==> src/rtl/registrador_deslocador_pkg.sv <==
// Shared definitions for the universal shift register: command codes,
// controller state encoding and a small command-classification helper.
package registrador_deslocador_pkg;

    typedef logic [1:0] modo_t;

    // Command codes, also used as the per-bit selection code of each cell
    localparam modo_t MODO_CARGA   = 2'b00;
    localparam modo_t MODO_ESQ_DIR = 2'b01;
    localparam modo_t MODO_DIR_ESQ = 2'b10;
    localparam modo_t MODO_NADA    = 2'b11;

    // Controller states
    localparam logic [1:0] OCIOSO     = 2'b00;
    localparam logic [1:0] DESLOCANDO = 2'b01;
    localparam logic [1:0] CONCLUIDO  = 2'b10;

    function automatic logic modo_desloca(input modo_t m);
        return (m == MODO_ESQ_DIR) || (m == MODO_DIR_ESQ);
    endfunction

endpackage

==> src/rtl/celula_deslocamento.sv <==
// One storage bit of the shift register: a three-way source select
// (parallel value, left neighbour, right neighbour) feeding an enabled flop.
// Selection code 11 keeps the current value.
module celula_deslocamento
    import registrador_deslocador_pkg::*;
(
    input  logic       clk,
    input  logic       reset,
    input  logic       habilita,
    input  logic [1:0] selecao,
    input  logic       d_paralelo,
    input  logic       d_esq,
    input  logic       d_dir,
    output logic       q
);

    logic d_prox;

    // Pick the source for the next value of this bit
    always_comb begin
        d_prox = q;
        case (selecao)
            MODO_CARGA:   d_prox = d_paralelo;
            MODO_ESQ_DIR: d_prox = d_esq;
            MODO_DIR_ESQ: d_prox = d_dir;
            default:      d_prox = q;
        endcase
    end

    // Storage flop, written only when the controller enables it
    always_ff @(posedge clk or posedge reset) begin
        if (reset) begin
            q <= 1'b0;
        end else if (habilita) begin
            q <= d_prox;
        end
    end

endmodule

==> src/rtl/registrador_deslocador.sv <==
// Universal shift register with step-counting controller.
//
// state      | meaning
// OCIOSO     | waiting for iniciar; captures modo/passos/rotacionar
// DESLOCANDO | one shift per edge until the step counter reaches zero
// CONCLUIDO  | one-cycle completion pulse, then back to OCIOSO
module registrador_deslocador
    import registrador_deslocador_pkg::*;
#(
    parameter int LARGURA     = 8,
    parameter int BITS_PASSOS = $clog2(LARGURA) + 1
)
(
    input  logic                   clk,
    input  logic                   reset,
    input  logic                   iniciar,
    input  logic [1:0]             modo,
    input  logic [BITS_PASSOS-1:0] passos,
    input  logic                   rotacionar,
    input  logic [LARGURA-1:0]     entrada_paralela,
    input  logic                   entrada_serial_esq,
    input  logic                   entrada_serial_dir,
    output logic [LARGURA-1:0]     saida,
    output logic                   saida_serial,
    output logic                   ocupado,
    output logic                   concluido
);

    logic [1:0]             estado;
    logic [1:0]             estado_prox;
    logic [BITS_PASSOS-1:0] contador;
    logic [1:0]             modo_reg;
    logic                   rot_reg;
    logic                   captura;
    logic                   ultimo_passo;
    logic [1:0]             sel_celulas;
    logic                   hab_celulas;
    logic                   fill_esq;
    logic                   fill_dir;
    logic                   bit_saindo;
    logic [LARGURA-1:0]     viz_esq;
    logic [LARGURA-1:0]     viz_dir;

    assign captura      = (estado == OCIOSO) && iniciar;
    assign ultimo_passo = (contador == BITS_PASSOS'(1));

    // Vacated end bits take either the live serial input or the bit leaving the other end
    assign fill_esq   = rot_reg ? saida[0]         : entrada_serial_esq;
    assign fill_dir   = rot_reg ? saida[LARGURA-1] : entrada_serial_dir;
    assign bit_saindo = (modo_reg == MODO_ESQ_DIR) ? saida[0] : saida[LARGURA-1];

    // Parallel load happens on the capture edge itself; shifts use the captured mode
    always_comb begin
        sel_celulas = MODO_NADA;
        hab_celulas = 1'b0;
        if (captura && (modo == MODO_CARGA)) begin
            sel_celulas = MODO_CARGA;
            hab_celulas = 1'b1;
        end else if (estado == DESLOCANDO) begin
            sel_celulas = modo_reg;
            hab_celulas = 1'b1;
        end
    end

    genvar i;
    generate
        for (i = 0; i < LARGURA; i++) begin : g_bits
            if (i == LARGURA - 1) begin : g_msb
                assign viz_esq[i] = fill_esq;
            end else begin : g_meio_esq
                assign viz_esq[i] = saida[i+1];
            end

            if (i == 0) begin : g_lsb
                assign viz_dir[i] = fill_dir;
            end else begin : g_meio_dir
                assign viz_dir[i] = saida[i-1];
            end

            celula_deslocamento u_celula (
                .clk        (clk),
                .reset      (reset),
                .habilita   (hab_celulas),
                .selecao    (sel_celulas),
                .d_paralelo (entrada_paralela[i]),
                .d_esq      (viz_esq[i]),
                .d_dir      (viz_dir[i]),
                .q          (saida[i])
            );
        end
    endgenerate

    // Next-state logic; a zero-step shift or no-op goes straight to completion
    always_comb begin
        estado_prox = estado;
        case (estado)
            OCIOSO: begin
                if (iniciar) begin
                    if (modo_desloca(modo) && (passos != '0)) begin
                        estado_prox = DESLOCANDO;
                    end else begin
                        estado_prox = CONCLUIDO;
                    end
                end
            end
            DESLOCANDO: begin
                if (ultimo_passo) begin
                    estado_prox = CONCLUIDO;
                end
            end
            CONCLUIDO: estado_prox = OCIOSO;
            default:   estado_prox = OCIOSO;
        endcase
    end

    // State register
    always_ff @(posedge clk or posedge reset) begin
        if (reset) begin
            estado <= OCIOSO;
        end else begin
            estado <= estado_prox;
        end
    end

    // Command capture and step down-counter
    always_ff @(posedge clk or posedge reset) begin
        if (reset) begin
            contador <= '0;
            modo_reg <= MODO_CARGA;
            rot_reg  <= 1'b0;
        end else if (captura) begin
            modo_reg <= modo;
            rot_reg  <= rotacionar;
            if (modo_desloca(modo)) begin
                contador <= passos;
            end
        end else if (estado == DESLOCANDO) begin
            contador <= contador - BITS_PASSOS'(1);
        end
    end

    // Serial output keeps the bit shifted out on the most recent shift edge
    always_ff @(posedge clk or posedge reset) begin
        if (reset) begin
            saida_serial <= 1'b0;
        end else if (estado == DESLOCANDO) begin
            saida_serial <= bit_saindo;
        end
    end

    assign ocupado   = (estado == DESLOCANDO) || (estado == CONCLUIDO);
    assign concluido = (estado == CONCLUIDO);

endmodule

==> config.mk <==
export PLATFORM = sky130hd
export DESIGN_NAME = registrador_deslocador
export DESIGN_NICKNAME = d
export VERILOG_FILES = /design/src/rtl/registrador_deslocador_pkg.sv /design/src/rtl/celula_deslocamento.sv /design/src/rtl/registrador_deslocador.sv
export SDC_FILE = /design/constraint.sdc
export NUM_CORES = 1
export LEC_CHECK = 0
export CORE_UTILIZATION = 25
export DETAILED_ROUTE_END_ITERATION = 6
export PLACE_DENSITY_LB_ADDON = 0.2
export SYNTH_ARGS = -nofsm -noshare
export SYNTH_HDL_FRONTEND = slang
export SYNTH_SLANG_ARGS = --single-unit
export TNS_END_PERCENT = 100
==> constraint.sdc <==
create_clock -name clk -period 2.5 [get_ports clk]
set_input_delay 0.625 -clock clk [delete_from_list [all_inputs] [get_ports clk]]
set_output_delay 0.625 -clock clk [all_outputs]
set_load 0.02 [all_outputs]
; ---- Yosys cells after proc, flatten, opt, wreduce, memory -nomap -nowiden
; Cells that the tools add are included.
[totals]
regBits = 18
inputBits = 20
output_inout_bits = 11
elab_cells = 61
[op_classes]
n_addsub = 1
n_eq_ne = 11
mux = 22
reduce_logical = 14
[ops]
columns = cell, count
row1 = 1-bit case mux with 3 select lines, 8
row2 = 4-bit two-way mux, 3
row3 = 2-bit two-way mux, 5
row4 = "2-bit by 1-bit equality test with 1-bit output, second input constant", 4
row5 = "2-bit equality test, second input constant", 3
row6 = 2-bit zero test, 3
row7 = 2-bit AND reduction, 3
row8 = 1-bit two-way mux, 5
row9 = "4-bit by 1-bit equality test with 1-bit output, second input constant", 1
row10 = "2-bit inequality test, second input constant", 2
row11 = 2-bit case mux with 2 select lines, 1
row12 = 4-bit nonzero test, 1
row13 = "4-bit by 1-bit subtractor with 4-bit output, second input constant", 1
row14 = 1-bit logical AND, 3
row15 = 3-bit nonzero test, 1
row16 = 1-bit logical OR, 2
row17 = "2-bit by 1-bit inequality test with 1-bit output, second input constant", 1
row18 = 2-bit nonzero test, 1

; ---- Longest topological paths before layout
; Gate-level depths: netlist (run 1).
[logic_depth]
ltp_word = 7
ltp_mapped = 11
depth_no_buf = 9

; ---- Cells and area by module
; From an unflattened synthesis (run 1), not the netlist that was laid out.
[hier_totals]
hier_cells = 165
hier_area_um2 = 1521.5
[modules_own_cells]
columns = mod, instances, cells_per_inst, area_each_um2, seq_area_each_um2
row1 = celula_deslocamento, 8, 12, 106.4, 25.0
row2 = registrador_deslocador, 1, 69, 670.6, 250.2

; ---- Worst setup path before layout (run 1)
; Ideal clock, no wire load.
[synth_timing]
path_type = reg2reg
startpoint = register estado[0]
endpoint = register g_bits[1].u_celula.q
setup_time_ns = 0.125
t_arrival_ns = 2.239
required_time_ns = 2.375
path_slack_ns = 0.136
stages_incl_launch_ff = 11
n_path_buf = 2
period_less_slack_ns = 2.364
path_cell_list = dfrtp_1 inv_1 ha_1 and2_2 clkbuf_1 nand2_1 o21a_1 ha_1 clkbuf_1 o21ai_0 mux2_4
[synth_between]
elab_chain_cells = 7
elab_cells_between_ends = 14
cone_classes = eq/ne: 3 / mux: 5 / reduce/logical: 6
[synth_rtl]
columns = item, line
row1 = start: declaration, registrador_deslocador.sv:29  ; logic [1:0] estado;
row2 = start signal: assignment, registrador_deslocador.sv:121  ; estado <= estado_prox;
row3 = 2-bit zero test, registrador_deslocador.sv:44  ; assign captura = (estado == OCIOSO) && iniciar;
row4 = 1-bit logical AND, registrador_deslocador.sv:44
row5 = 1-bit logical AND, registrador_deslocador.sv:56  ; if (captura && (modo == MODO_CARGA)) begin
row6 = 2-bit two-way mux, registrador_deslocador.sv:56
row7 = "2-bit by 1-bit equality test with 1-bit output, or another cell as far along", celula_deslocamento.sv:22  ; case (selecao)
row8 = 3-bit nonzero test (no line), n/a
row9 = 2-bit AND reduction (no line), n/a
row10 = end signal: assignment, celula_deslocamento.sv:35  ; q <= d_prox;
row11 = end: declaration, celula_deslocamento.sv:14  ; output logic q
; Parallel ways exist; a longest one is shown, timed or not.
; A chain may end at the register's enable or synchronous reset.

; ---- Worst setup path in the final report (run 1)
[layout_timing]
startpoint = input port modo[1]
endpoint = register g_bits[1].u_celula.q
[layout_between]
elab_chain_cells = 6
elab_cells_between_ends = 10
cone_classes = eq/ne: 2 / mux: 3 / reduce/logical: 5
[layout_rtl]
columns = item, line
row1 = start: declaration, registrador_deslocador.sv:17  ; input logic [1:0] modo,
row2 = 2-bit zero test *, registrador_deslocador.sv:56
row3 = 1-bit logical AND *, registrador_deslocador.sv:56
row4 = 2-bit two-way mux, registrador_deslocador.sv:56
row5 = "2-bit by 1-bit equality test with 1-bit output, or another cell as far along", celula_deslocamento.sv:22
row6 = 3-bit nonzero test (no line), n/a
row7 = 2-bit AND reduction (no line), n/a
; Mark *: on every way between the ends. The rest lies on a longest branch, timed or not.

==> metrics, run 1 <==
status=complete, no violations; initial antenna violation count=0; Synth Flop Type=dfrtp_1; Root Driver=clkbuf_8; Worst EP arrival=2.53 ns; setup ws final=0.1114 ns; Slew HR=0.4945; final net count=190; multi-input logic area=670.6 µm²; Finished Cell Area=0.001680 mm²; ANT nets after route=0; total congestion overflow=0; # resized after CTS=0; Ys Warns=0; CP startpoint kind=input pin; Num CTS Buffers=3; Initial DRC Count=64; Site Rows=25; Via Count=1043; final WL=2.931 mm; Final Power=1.870 mW; Pre-Repair DR Iteration Count=4; flops & latches, synth=18; gr busiest metal=met2; Setup crit end kind=flip-flop; library cells used by synthesis=37; I/O Pins=31; number of flip-flops in the largest register=8; Port Buffers=30; Max Clk Rate=418.7 MHz; met1 Usage GRT=0.1651; largest net degree at the start of global routing=19; Initial Util=0.2615; Tmin final=2.389 ns; met2 usage=0.1994; clock-pin slew on the worst setup and hold paths=0.08 ns; CP required=2.64 ns; setup bufs post-CTS=0; EDFF count, synth=0; Mapped Cells=129; crit share post-route=0.9554; Slew @ Worst Pin=0.7573 ns; RSZ-0062 raised after global routing=false; Post-DP Area=0.001610 mm²; Max rail drop VDD=345.5 µV; vias in the first global route=1033; core area=0.004723 mm²; Pins Over Slew Limit=0; chip width=72.29 µm; Final Hold Viols=0; Hold Path Class=reg2reg; H-Tree Depth=1; # DRC=0; number of max-cap violations=0; post-DR vias/cell=4.595; dpl hpwl=2.253 mm; Finished Layout Cells=227; Mapped Area=0.001235 mm²; clk buf depth=2; Ant. Diodes=0; syn_nets=158; Biggest register=g_bits.u_celula.q; pre-CTS WS=-0.2568 ns; cts hold-fix bufs=0; CP Class=in2reg; drt wl/cell=12.91 µm; PD cells=1113 mW/mm²; CTS sink cnt=18; # fillers=471; area delta synth->final=36.07%; Die ar.=0.005225 mm²; Mean Syn Cell Area=9.573 µm²; CTS tree=done; gr usage total=0.1254; register area=450.4 µm²; sequential-to-total area share from yosys stat=0.3647; global-route wire length before repair=4.954 mm; Die Height=72.29 µm; leakage power=0.7309 nW; # placed instances=223; Max FO, Critical Path=3; clk_skew=0.006503 ns; Worst-Skew Late Latency=0.26 ns; GR met3 Demand/Resource=0.02917; layout cells sized above 1=0.1875; post-layout util=0.3558; RD Place Congestion=0.8523; setup violators final=0; top flop regs=g_bits.u_celula.q: 8 flops, contador: 4 flops; async set-or-reset flop fraction in the synthesized netlist=1.000
[worst paths after layout]
kind / startpoint / to / slack, ns / cells past startpoint
min in group asynchronous: reset / g_bits[3].u_celula.q / 0.79 / 2
min reg2reg: saida_serial / saida_serial / 0.54 / 2
max reg2reg: estado[0] / g_bits[1].u_celula.q / 0.39 / 9
max in group asynchronous: reset / estado[1] / 1.23 / 2
max: modo[1] / g_bits[1].u_celula.q / 0.11 / 10
min: saida_serial / saida_serial / 0.54 / 2
[final cells by class]
cell class / instances / share of cell area
clock buffer: 4 / 0.03276
inverter: 10 / 0.02234
multi-input combinational: 87 / 0.3991
sequential: 18 / 0.2681
tap: 67 / 0.04989
timing repair buffer: 41 / 0.2278
[layer usage]
layer | vias up | wire length (µm)
met1 | 505 | 1354
met2 | 19 | 1442
met5 | - | 0
met3 | 5 | 100
met4 | 0 | 33
li1 | 514 | -
[cells in the mapped netlist (all sizes together), types with 2 or more instances]
cell	count	area, µm²
o21ai	12	60.06
nand3	4	20.02
a21oi	3	15.01
o221a	2	22.52
nand2	14	52.55
inv	10	37.54
ha	9	112.6
clkbuf	4	15.01
mux2	8	112.6
o31ai	2	15.01
buf	10	76.32
o21a	3	22.52
nor2	2	7.510
a221oi	2	17.52
nor2b	2	12.51
a22oi	7	52.55
dfrtp	18	450.4
[metrics by stage]
step	TNS, ns	hold WS [ns]
3_5_place_dp	-1.728	0.5308
4_1_cts	0	0.5480
5_1_grt	0	0.5820
2_1_floorplan	0	0.4855
3_3_place_gp	-1.339	0.5058
6_report	0	0.5405
[cell families (layout without fill, tap and decap cells)]
logic type / count (synthesis) / after routing / synth area share
DFF: 18 / 18 / 0.3647
adders and majority gates: 9 / 9 / 0.09119
and+or+nand+nor: 30 / 30 / 0.1236
buffers and inverters: 24 / 55 / 0.1044
muxes: 9 / 9 / 0.09929
AOI/OAI and AO/OA: 39 / 39 / 0.2168
[where the power goes]
group | leakage (nW) | internal (mW) | switching, mW
Combinational | 0.485 | 0.565 | 0.504
Sequential | 0.217 | 0.424 | 0.131
Clock | 0.0288 | 0.140 | 0.107
[worst max-delay path, cell delays in order]
cell and delay, ns:
clkdlybuf4s50_1 0.43, inv_1 0.07, ha_1 0.17, buf_4 0.12, nand2_1 0.05, o21a_1 0.15, ha_1 0.23, or2_1 0.24
buf_4 0.16, mux2_4 0.29
[cell usage in the layout, fill, tap and decap left out, types with 2 or more instances in the layout]
cell / instances
dfrtp_1: 18
a22oi_1: 7
mux2_2: 2
o221a_2: 2
a21oi_1: 3
nor2b_1: 2
o31ai_1: 2
ha_1: 7
buf_4: 11
nand3_1: 4
mux2_4: 6
clkdlybuf4s50_1: 30
nand2_1: 14
inv_1: 10
a221oi_1: 2
nor2_1: 2
clkbuf_8: 4
o21ai_0: 12
o21a_1: 3
Power figures use the tool's default switching activity.
==> inputs of run 2 (changes only) <==
--- a/config.mk
+++ b/config.mk
@@ -8,6 +8,7 @@
 export CORE_UTILIZATION = 25
 export DETAILED_ROUTE_END_ITERATION = 6
 export PLACE_DENSITY_LB_ADDON = 0.2
+export RECOVER_POWER = 50
 export SYNTH_ARGS = -nofsm -noshare
 export SYNTH_HDL_FRONTEND = slang
 export SYNTH_SLANG_ARGS = --single-unit
==> metrics, run 2 (synthesized netlist as in run 1, its figures left out) <==
status=complete, no violations; gr usage total=0.1254; commonest non-fill, non-tap cells in the layout=29 x clkdlybuf4s50_1, 18 x dfrtp_1, 14 x nand2_1; # placed instances=223; final WL=2.936 mm; setup violators final=0; post-DR vias/cell=4.581; Final Hold Viols=0; CTS sink cnt=18; CTS tree=done; Die ar.=0.005225 mm²; Setup crit end kind=flip-flop; Initial Util=0.2615; pre-CTS WS=-0.2568 ns; Num CTS Buffers=3; drt wl/cell=12.93 µm; CP startpoint kind=input pin; # DRC=0; setup bufs post-CTS=0; leakage power=0.7276 nW; area delta synth->final=35.77%; CP required=2.64 ns; RSZ-0062 raised after global routing=false; initial antenna violation count=0; Worst EP arrival=2.53 ns; Hold WS=0.5404 ns; global-route wire length before repair=4.954 mm; setup ws final=0.1115 ns; Ant. Diodes=0; I/O Pins=31; Port Buffers=30; Final Power=1.869 mW; Pins Over Slew Limit=0; total congestion overflow=0; Via Count=1040; Slew HR=0.4936; number of flip-flops in the largest register=8; vias in the first global route=1033; Tmin final=2.389 ns; Max Clk Rate=418.7 MHz; RD Place Congestion=0.8523; PD cells=1115 mW/mm²; crit share post-route=0.9554; Initial DRC Count=64; chip width=72.29 µm; largest net degree at the start of global routing=19; Pre-Repair DR Iteration Count=4; layout cells sized above 1=0.1813; Max FO, Critical Path=3; ANT nets after route=0; core area=0.004723 mm²; Finished Layout Cells=227; clock-pin slew on the worst setup and hold paths=0.08 ns; Max rail drop VDD=345.6 µV; Hold Path Class=reg2reg; clk_skew=0.006200 ns; Root Driver=clkbuf_8; dpl hpwl=2.253 mm; number of max-cap violations=0; Slew @ Worst Pin=0.7588 ns; Worst-Skew Late Latency=0.26 ns; Die Height=72.29 µm; CP Class=in2reg; top flop regs=g_bits.u_celula.q: 8 flops, contador: 4 flops; post-layout util=0.3550; H-Tree Depth=1; clk buf depth=2; final net count=190; Site Rows=25; Biggest register=g_bits.u_celula.q; most common cell after layout, fill and taps aside=clkdlybuf4s50_1
-- run 2: per-stage QoR --
stage	setup TNS [ns]	cell area [µm²]
3_5_place_dp	-1.728	1610
6_report	0	1677
4_1_cts	0	1665
5_1_grt	0	1677
3_3_place_gp	-1.339	1610
2_1_floorplan	0	1235
-- run 2: cell type report --
type,count,area [µm²]
inverters,10,37.54
flip-flops and latches,18,450.4
clock buffers,4,55.05
fillers,470,3047
well taps,67,83.83
multi-input cells,87,670.6
repair buffers,41,379.1
-- run 2: worst paths after layout --
check | startpoint | to | slack, ns | depth (start not counted)
max | modo[1] | g_bits[1].u_celula.q | 0.11 | 10
min | saida_serial | saida_serial | 0.54 | 2
max reg2reg | estado[0] | g_bits[1].u_celula.q | 0.39 | 9
min reg2reg | saida_serial | saida_serial | 0.54 | 2
max in group asynchronous | reset | estado[1] | 1.09 | 2
min in group asynchronous | reset | g_bits[3].u_celula.q | 0.93 | 2
-- run 2: worst max-delay path, cell delays in order --
cell,delay [ns]
clkdlybuf4s50_1,0.43
inv_1,0.07
ha_1,0.17
buf_4,0.12
nand2_1,0.05
o21a_1,0.15
ha_1,0.23
or2_1,0.24
buf_4,0.16
mux2_4,0.29
-- run 2: what timing repair did --
item	4_1_cts	5_1_grt
endpoints found under the setup margin	0	8
gates resized for setup	0	3
hold buffers	0	0
-- run 2: report_power, final --
group	internal (mW)	switching, mW	total, mW
clock	0.140	0.107	0.247
sequential	0.424	0.131	0.554
combinational	0.564	0.504	1.07
total	1.13	0.741	1.87
-- run 2: layer usage --
layer  GRT usage  share of wire  vias to the layer above
li1            -              -                      515
met1      0.1651           0.46                      501
met5           0              0                        -
met3     0.02917          0.034                        5
met2      0.1994           0.49                       19
met4     0.04793          0.011                        0
==> inputs of run 3 (changes only) <==
--- a/config.mk
+++ b/config.mk
@@ -5,6 +5,8 @@
 export SDC_FILE = /design/constraint.sdc
 export NUM_CORES = 1
 export LEC_CHECK = 0
+export ABC_AREA = 0
+export CORE_MARGIN = 2
 export CORE_UTILIZATION = 25
 export DETAILED_ROUTE_END_ITERATION = 6
 export PLACE_DENSITY_LB_ADDON = 0.2
==> metrics, run 3 (synthesized netlist as in run 1, its figures left out) <==
H-Tree Depth=1; setup bufs post-CTS=0; Max Clk Rate=419.9 MHz; Final Hold Viols=0; initial antenna violation count=0; vias in the first global route=1049; sw frac=0.4032; Clock Power Share=0.135; commonest non-fill, non-tap cells in the layout=28 x clkdlybuf4s50_1, 18 x dfrtp_1, 14 x nand2_1; I/O Pins=31; Max FO, Critical Path=8; setup ws final=0.1187 ns; Initial DRC Count=37; # resized after CTS=0; CTS sink cnt=18; post-DR vias/cell=4.588; Die ar.=0.005518 mm²; total congestion overflow=0; Pint=1.117 mW; Max rail drop VDD=336.1 µV; CP Class=in2reg; core area=0.004755 mm²; Worst EP arrival=2.53 ns; Pre-Repair DR Iteration Count=4; # DRC=0; Slew @ Worst Pin=0.7170 ns; Root Driver=clkbuf_8; number of max-cap violations=0; Initial Util=0.2597; Logic pwr share=0.569; top flop regs=g_bits.u_celula.q: 8 flops, contador: 4 flops; layout cells sized above 1=0.1635; PD cells=1126 mW/mm²; Num CTS Buffers=3; Slew HR=0.5215; most common cell after layout, fill and taps aside=clkdlybuf4s50_1; chip width=74.29 µm; RSZ-0062 raised after global routing=false; status=complete, no violations; Setup crit end kind=flip-flop; Ant. Diodes=0; pre-CTS WS=-0.2517 ns; global-route wire length before repair=4.905 mm; setup violators final=0; CP startpoint kind=input pin; final net count=189; Die Height=74.29 µm; Port Buffers=30; CTS tree=done; cts hold-fix bufs=0; Net Sw Power=0.7550 mW; gr usage total=0.1151; largest net degree at the start of global routing=19; dpl hpwl=2.264 mm; Worst-Skew Late Latency=0.26 ns; clock-pin slew on the worst setup and hold paths=0.08 ns; area delta synth->final=34.65%; Site Rows=25; RD Place Congestion=0.7718; clk buf depth=2; CP required=2.65 ns; leakage power=0.7160 nW; clk_skew=0.002346 ns; Tmin final=2.381 ns; Hold Path Class=reg2reg; number of flip-flops in the largest register=8; crit share post-route=0.9525; Via Count=1037; Final Power=1.872 mW; final WL=2.988 mm; Pins Over Slew Limit=0; ANT nets after route=0; drt wl/cell=13.22 µm; # fillers=509; Biggest register=g_bits.u_celula.q; register share of total power=0.296
-- run 3: final timing paths --
kind	from	end	slack [ns]	depth (start not counted)
worst min-delay path	saida_serial	saida_serial	0.53	2
worst min register to register	saida_serial	saida_serial	0.53	2
max in group asynchronous	reset	modo_reg[0]	1.13	2
worst max-delay path	iniciar	g_bits[2].u_celula.q	0.12	7
min in group asynchronous	reset	contador[0]	0.91	2
worst max register to register	estado[0]	g_bits[2].u_celula.q	0.38	8
-- run 3: power groups by stage --
stage               combinational (mW)  clock (mW)  sequential [mW]
floorplan                        0.746           0            0.527
global placement                  1.03           0            0.557
detailed placement                1.04           0            0.560
CTS                               1.05       0.258            0.555
global route                      1.18       0.267            0.577
finish                            1.06       0.253            0.555
-- run 3: critical path, stage by stage --
cell,delay [ns]
dlygate4sd3_1,0.56
and2_0,0.23
nand2_1,0.09
o21a_1,0.16
ha_1,0.22
or2_4,0.32
mux2_4,0.32
-- run 3: per-layer routing --
| metal | vias to the layer above | global-route usage | wire, µm |
|---|---|---|---|
| li1 | 512 | - | - |
| met1 | 495 | 0.1593 | 1458 |
| met2 | 23 | 0.1776 | 1380 |
| met3 | 7 | 0.01626 | 75 |
| met4 | 0 | 0.05357 | 74 |
| met5 | - | 0 | 0 |
-- run 3: cell type report --
class / count / area (µm²) / area share
multi-input cells: 87 / 671.9 / 0.4041
inverters: 10 / 37.54 / 0.02257
repair buffers: 40 / 364.1 / 0.2190
flip-flops and latches: 18 / 450.4 / 0.2709
well taps: 67 / 83.83 / 0.05041
clock buffers: 4 / 55.05 / 0.03311
-- run 3: per-stage QoR --
| step | TNS [ns] | std cells | util | hold WS [ns] | instance area (µm²) |
|---|---|---|---|---|---|
| floorplan | 0 | 129 | - | 0.4855 | 1235 |
| global placement | -1.478 | 222 | 0.3371 | 0.5101 | 1603 |
| global route | 0 | 226 | 0.3497 | 0.5872 | 1663 |
| CTS | 0 | 226 | 0.3487 | 0.5373 | 1658 |
| finish | 0 | 226 | 0.3497 | 0.5289 | 1663 |
| detailed placement | -1.726 | 222 | 0.3371 | 0.5201 | 1603 |
